--- src/rtl/fitbit_metric_sequencer.sv ---
// Rotating metric display sequencer: cycles enabled channels every DWELL_SEC ticks, clamps and flags saturation.
// Optional FITSEQ_SNAPSHOT_EN: latch disp_value_o on channel entry instead of tracking the live metric.
module fitbit_metric_sequencer #(
  parameter int              N_CH      = 4,
  parameter int              W         = 16,
  parameter int              DWELL_SEC = 2,
  parameter int              SAT_LIMIT = 9999,
  parameter logic [N_CH-1:0] ALT_MASK  = N_CH'(4'b0010)
) (
  input  logic                     clk_i,
  input  logic                     rst_ni,
  input  logic                     start_i,
  input  logic                     sec_tick_i,
  input  logic                     hold_i,
  input  logic                     next_i,
  input  logic [N_CH-1:0]          ch_en_i,
  input  logic [N_CH*W-1:0]        metrics_i,
  output logic [$clog2(N_CH)-1:0]  disp_ch_o,
  output logic [W-1:0]             disp_value_o,
  output logic                     disp_alt_o,
  output logic [N_CH-1:0]          sat_flags_o,
  output logic                     sat_o
);

  localparam int              CW         = $clog2(N_CH);
  localparam int              DW         = (DWELL_SEC > 1) ? $clog2(DWELL_SEC) : 1;
  localparam logic [DW-1:0]   DWELL_LAST = DW'(DWELL_SEC - 1);
  localparam logic [W-1:0]    SAT_W      = W'(SAT_LIMIT);

  typedef enum logic [1:0] {ST_RUN, ST_HOLD, ST_OFF} state_e;

  state_e          state_q, state_d;
  logic [CW-1:0]   ch_q, ch_d;
  logic [DW-1:0]   dwell_q, dwell_d;
  logic            start_q, next_q;
  logic [W-1:0]    value_q, value_d;
  logic            alt_q, alt_d;
  logic [N_CH-1:0] sat_flags_q, sat_flags_d;
  logic            sat_q, sat_d;
  logic            start_rise, next_rise, entry;
  logic [W-1:0]    val_live;

  function automatic logic [CW-1:0] lowest_en(input logic [N_CH-1:0] en);
    lowest_en = '0;
    for (int i = N_CH - 1; i >= 0; i--) begin
      if (en[i]) lowest_en = CW'(i);
    end
  endfunction

  // Upward modulo search; landing back on cur means it is the only enabled channel.
  function automatic logic [CW-1:0] next_en(input logic [CW-1:0] cur, input logic [N_CH-1:0] en);
    logic found;
    int   idx;
    next_en = cur;
    found   = 1'b0;
    for (int k = 1; k <= N_CH; k++) begin
      idx = (int'(cur) + k) % N_CH;
      if (!found && en[idx]) begin
        next_en = CW'(idx);
        found   = 1'b1;
      end
    end
  endfunction

  function automatic logic [W-1:0] clamp(input logic [W-1:0] m);
    clamp = (m > SAT_W) ? SAT_W : m;
  endfunction

  assign start_rise = start_i & ~start_q;
  assign next_rise  = next_i & ~next_q;

  always_comb begin
    state_d = state_q;
    ch_d    = ch_q;
    dwell_d = dwell_q;
    entry   = 1'b0;
    if (ch_en_i == '0) begin
      state_d = ST_OFF;
      dwell_d = '0;
    end else begin
      state_d = hold_i ? ST_HOLD : ST_RUN;
      if (state_q == ST_OFF || start_rise) begin
        ch_d    = lowest_en(ch_en_i);
        dwell_d = '0;
        entry   = 1'b1;
      end else if (!ch_en_i[ch_q]) begin
        ch_d    = next_en(ch_q, ch_en_i);
        dwell_d = '0;
        entry   = 1'b1;
      end else if (next_rise) begin
        ch_d    = next_en(ch_q, ch_en_i);
        dwell_d = '0;
        entry   = 1'b1;
      end else if (state_q == ST_RUN && sec_tick_i) begin
        if (dwell_q == DWELL_LAST) begin
          ch_d    = next_en(ch_q, ch_en_i);
          dwell_d = '0;
          entry   = 1'b1;
        end else begin
          dwell_d = dwell_q + 1'b1;
        end
      end
    end
  end

  always_comb begin
    sat_flags_d = '0;
    for (int i = 0; i < N_CH; i++) begin
      sat_flags_d[i] = metrics_i[i*W +: W] > SAT_W;
    end
    sat_d    = |(sat_flags_d & ch_en_i);
    val_live = clamp(metrics_i[int'(ch_d)*W +: W]);
    alt_d    = ALT_MASK[ch_d];
  end

`ifdef FITSEQ_SNAPSHOT_EN
  logic first_q;

  // first_q forces a capture on the first clock after reset release.
  always_ff @(posedge clk_i or negedge rst_ni) begin
    if (!rst_ni) first_q <= 1'b1;
    else         first_q <= 1'b0;
  end

  always_comb begin
    value_d = value_q;
    if (ch_en_i == '0)          value_d = '0;
    else if (entry || first_q)  value_d = val_live;
  end
`else
  always_comb begin
    value_d = (ch_en_i == '0) ? '0 : val_live;
  end
`endif

  always_ff @(posedge clk_i or negedge rst_ni) begin
    if (!rst_ni) begin
      state_q     <= ST_RUN;
      ch_q        <= '0;
      dwell_q     <= '0;
      start_q     <= 1'b0;
      next_q      <= 1'b0;
      value_q     <= '0;
      alt_q       <= ALT_MASK[0];
      sat_flags_q <= '0;
      sat_q       <= 1'b0;
    end else begin
      state_q     <= state_d;
      ch_q        <= ch_d;
      dwell_q     <= dwell_d;
      start_q     <= start_i;
      next_q      <= next_i;
      value_q     <= value_d;
      alt_q       <= alt_d;
      sat_flags_q <= sat_flags_d;
      sat_q       <= sat_d;
    end
  end

  assign disp_ch_o    = ch_q;
  assign disp_value_o = value_q;
  assign disp_alt_o   = alt_q;
  assign sat_flags_o  = sat_flags_q;
  assign sat_o        = sat_q;

endmodule
--- config.mk ---
export PLATFORM = sky130hd
export DESIGN_NAME = fitbit_metric_sequencer
export DESIGN_NICKNAME = d
export VERILOG_FILES = /design/src/rtl/fitbit_metric_sequencer.sv
export SDC_FILE = /design/constraint.sdc
export NUM_CORES = 1
export LEC_CHECK = 0
export BUFFER_PORTS_ARGS = -buffer_cell sky130_fd_sc_hd__buf_4
export CAP_MARGIN = 20
export CORE_ASPECT_RATIO = 1.2
export CORE_MARGIN = 3
export CORE_UTILIZATION = 47
export DETAILED_ROUTE_END_ITERATION = 8
export PLACE_DENSITY = 0.83
export SYNTH_ARGS = -nofsm -noshare
export SYNTH_HDL_FRONTEND = slang
export SYNTH_SLANG_ARGS = --single-unit
--- constraint.sdc ---
create_clock -name clk_i -period 3.6 [get_ports clk_i]
set_clock_uncertainty 0.05 [all_clocks]
set_input_delay 0.36 -clock clk_i [delete_from_list [all_inputs] [get_ports clk_i]]
set_output_delay 0.36 -clock clk_i [all_outputs]
set_load 0.01 [all_outputs]
==> impl_metrics.env <==
export IMPL_path_class="flop to flop"
export IMPL_cp_arrival_ns=3.43
export IMPL_relSlewSlack=0.558
export IMPL_clk_latency_ns=0.28
export IMPL_route_vias_total=2137
export IMPL_ys_seq_elements=29
export IMPL_yosysTopAreaCell="dfrtp_1"
export IMPL_worst_pin_slew_ns=0.662
export IMPL_coreArea_mm2=0.00433
export IMPL_clk_pin_slew_ns=0.06
export IMPL_crit_slowest_cell="dfrtp_1"
export IMPL_ys_warn_count=0
export IMPL_clockBufferDepth=2
export IMPL_cts_made_buffers=5
export IMPL_dp_hpwl_um=4840
export IMPL_layout_setup_ws_ns=0.241
export IMPL_drc_errors=0
export IMPL_grt_max_degree=32
export IMPL_ant_nets=0
export IMPL_crit_end="disp_value_o[1]"
export IMPL_slowest_delay_ns=0.66
export IMPL_grt_pass1_wl_um=9600
export IMPL_startpoint_type="flop"
export IMPL_final_common_cell="buf_4"
export IMPL_rsz0062_at_grt="no"
export IMPL_r2r_cells=9
export IMPL_required_ns=3.67
export IMPL_fillers=360
export IMPL_leakage_nw=1.34
export IMPL_wl_per_cell_um=16.7
export IMPL_timing_hold_ws_ns=0.142
export IMPL_die_w_um=67.5
export IMPL_startpoint="disp_ch_o[1]"
export IMPL_gp_congestion=0.878
export IMPL_track_usage=0.234
export IMPL_avgSynthCellArea_um2=10.0
export IMPL_antenna_found_initial=0
export IMPL_powerDensity_mw_per_mm2=620
export IMPL_hold_class="input port to flop"
export IMPL_async_flop_share=1.00
export IMPL_synthTopCellsByArea="dfrtp_1 (34%), mux2i_1 (14%), mux2_1 (3.7%)"
export IMPL_status="finished, final reports clean"
export IMPL_grt_pass1_vias=2058
export IMPL_cts_tree="yes"
export IMPL_seq_area_frac_synth=0.340
export IMPL_cts_resized=0
export IMPL_place_ws_ns=0.292
export IMPL_clock_sinks=29
export IMPL_nNetsFinal=381
export IMPL_netlist_area_mm2=0.00213
export IMPL_io_buffer_count=97
export IMPL_synthToLayoutAreaGrowth_pct=38.3
export IMPL_synthCells=213
export IMPL_cts_setup_buffers=0
export IMPL_via_per_inst=5.89
export IMPL_final_hold_viol_count=0
export IMPL_vdd_ir_drop_max_mv=0.491
export IMPL_finalSetupViolCount=0
export IMPL_fin_crit_ns=3.36
export IMPL_ctsRootBufferMaster="clkbuf_8"
export IMPL_crit_fanout=15
export IMPL_timing_reg2reg_setup_slack_ns=0.24
export IMPL_final_cell_mix="buf_4 (100), mux2i_1 (30), dfrtp_1 (29), a21oi_1 (12), nor4_1 (12)"
export IMPL_fin_tns_setup_ns=0
export IMPL_first_pass_iters=4
export IMPL_initialDrtViolationCount=102
export IMPL_netlist_area_leader_share=0.340
export IMPL_final_core_util=0.682
export IMPL_ios=98
export IMPL_synth_main_ff_cell="dfrtp_1"
export IMPL_synth_edf_count=0
export IMPL_die_h_um=79.8
export IMPL_fmax_ghz=0.298
export IMPL_synth_cell_types=56
export IMPL_r2r_end="disp_value_o[1]"
export IMPL_die_area_mm2=0.00539
export IMPL_crit_path_cell_trace="mux2i_1, nor3_1, o21ai_2, and2_1, o211a_1, buf_4, a211o_1, nor2b_1, a41oi_2"
export IMPL_drive_gt1_frac=0.430
export IMPL_hold_buffers=1
export IMPL_final_max_slew_viol_count=0
export IMPL_timing_rr_start="disp_ch_o[1]"
export IMPL_start_util=0.493
export IMPL_wl_um=6060
export IMPL_htreeDepth=2
export IMPL_maxCapViolCount=0
export IMPL_post_route_period_util=0.933
export IMPL_rows=26
export IMPL_diodes=0
export IMPL_grt_overflow=0
export IMPL_cp_end_kind="flop"
cells in the mapped netlist, types with 2 or more instances:
master    number
nor3_1         8
inv_4          2
a21oi_1       12
a22oi_1        2
o21ai_0        9
nor3b_1        3
nor4_1        12
a41oi_2        4
o21bai_1       2
mux2i_1       30
nand3_1        6
dfrtp_1       29
buf_2         10
mux2_1         7
a211oi_1       2
inv_1          2
and3_1         2
o31ai_1        2
nand2_1       10
nor2b_1        3
o21ai_1        2
inv_2          2
nor2_1         9
a211o_1        2
mux2_2         7
a31oi_1        3
and2_1         2
worst max-delay path: cells and delay by family, from the launching register on:
family	cells	cell delay, ns
and+or+nand+nor	3	0.84
DFF	1	0.66
muxes	1	0.26
AOI/OAI and AO/OA	4	1.14
buffers and inverters	1	0.25
flip-flops by register name (all words and copies together), names as in the netlist:
register	count
next_q	1
disp_ch_o	2
start_q	1
state_q	2
disp_alt_o	1
sat_flags_o	4
dwell_q	1
disp_value_o	16
sat_o	1
metal layers:
layer  vias up  routed length, um  track usage
met4         0                119       0.0791
met3        12                434       0.0408
met5         -                  0            0
met1      1032               2330        0.286
li1        998                  -            -
met2        95               3180        0.406
final cells by class:
class	instances	area, um2	area share
clock buffers	7	86.3	0.0292
inverters	6	27.5	0.00932
multi-input cells	164	1280	0.434
flip-flops and latches	29	726	0.246
well taps	56	70.1	0.0237
repair buffers	101	761	0.258
how the worst min path moves through the flow:
| stage | start | to | depth (start not counted) |
|---|---|---|---|
| 2_1_floorplan | rst_ni | disp_alt_o | 0 |
| 3_3_place_gp | rst_ni | disp_value_o[6] | 1 |
| 3_5_place_dp | rst_ni | disp_value_o[7] | 1 |
| 4_1_cts | next_i | next_q | 1 |
| 5_1_grt | next_i | next_q | 1 |
| 6_report | next_i | next_q | 1 |
cell families after synthesis:
family / share of synthesized area
simple gates: 0.162
compound gates: 0.215
mux: 0.215
flops: 0.340
buf+inv: 0.0633
xor+xnor: 0.00410
other cells: 0.00176
where the power goes:
| part | switching (mW) | internal [mW] | leakage, nW |
|---|---|---|---|
| Clock | 0.117 | 0.151 | 0.0443 |
| Sequential | 0.0648 | 0.396 | 0.332 |
| Combinational | 0.580 | 0.523 | 0.969 |
metrics by stage:
step | power, mW | cell area, um2 | instances
after floorplan | 1.32 | 2140 | 214
after global placement | 1.54 | 2860 | 355
after detailed placement | 1.56 | 2860 | 355
after CTS | 1.83 | 2950 | 363
after global routing | 1.94 | 2950 | 363
final | 1.83 | 2950 | 363
No activity file was read; power rests on OpenSTA's default activity.
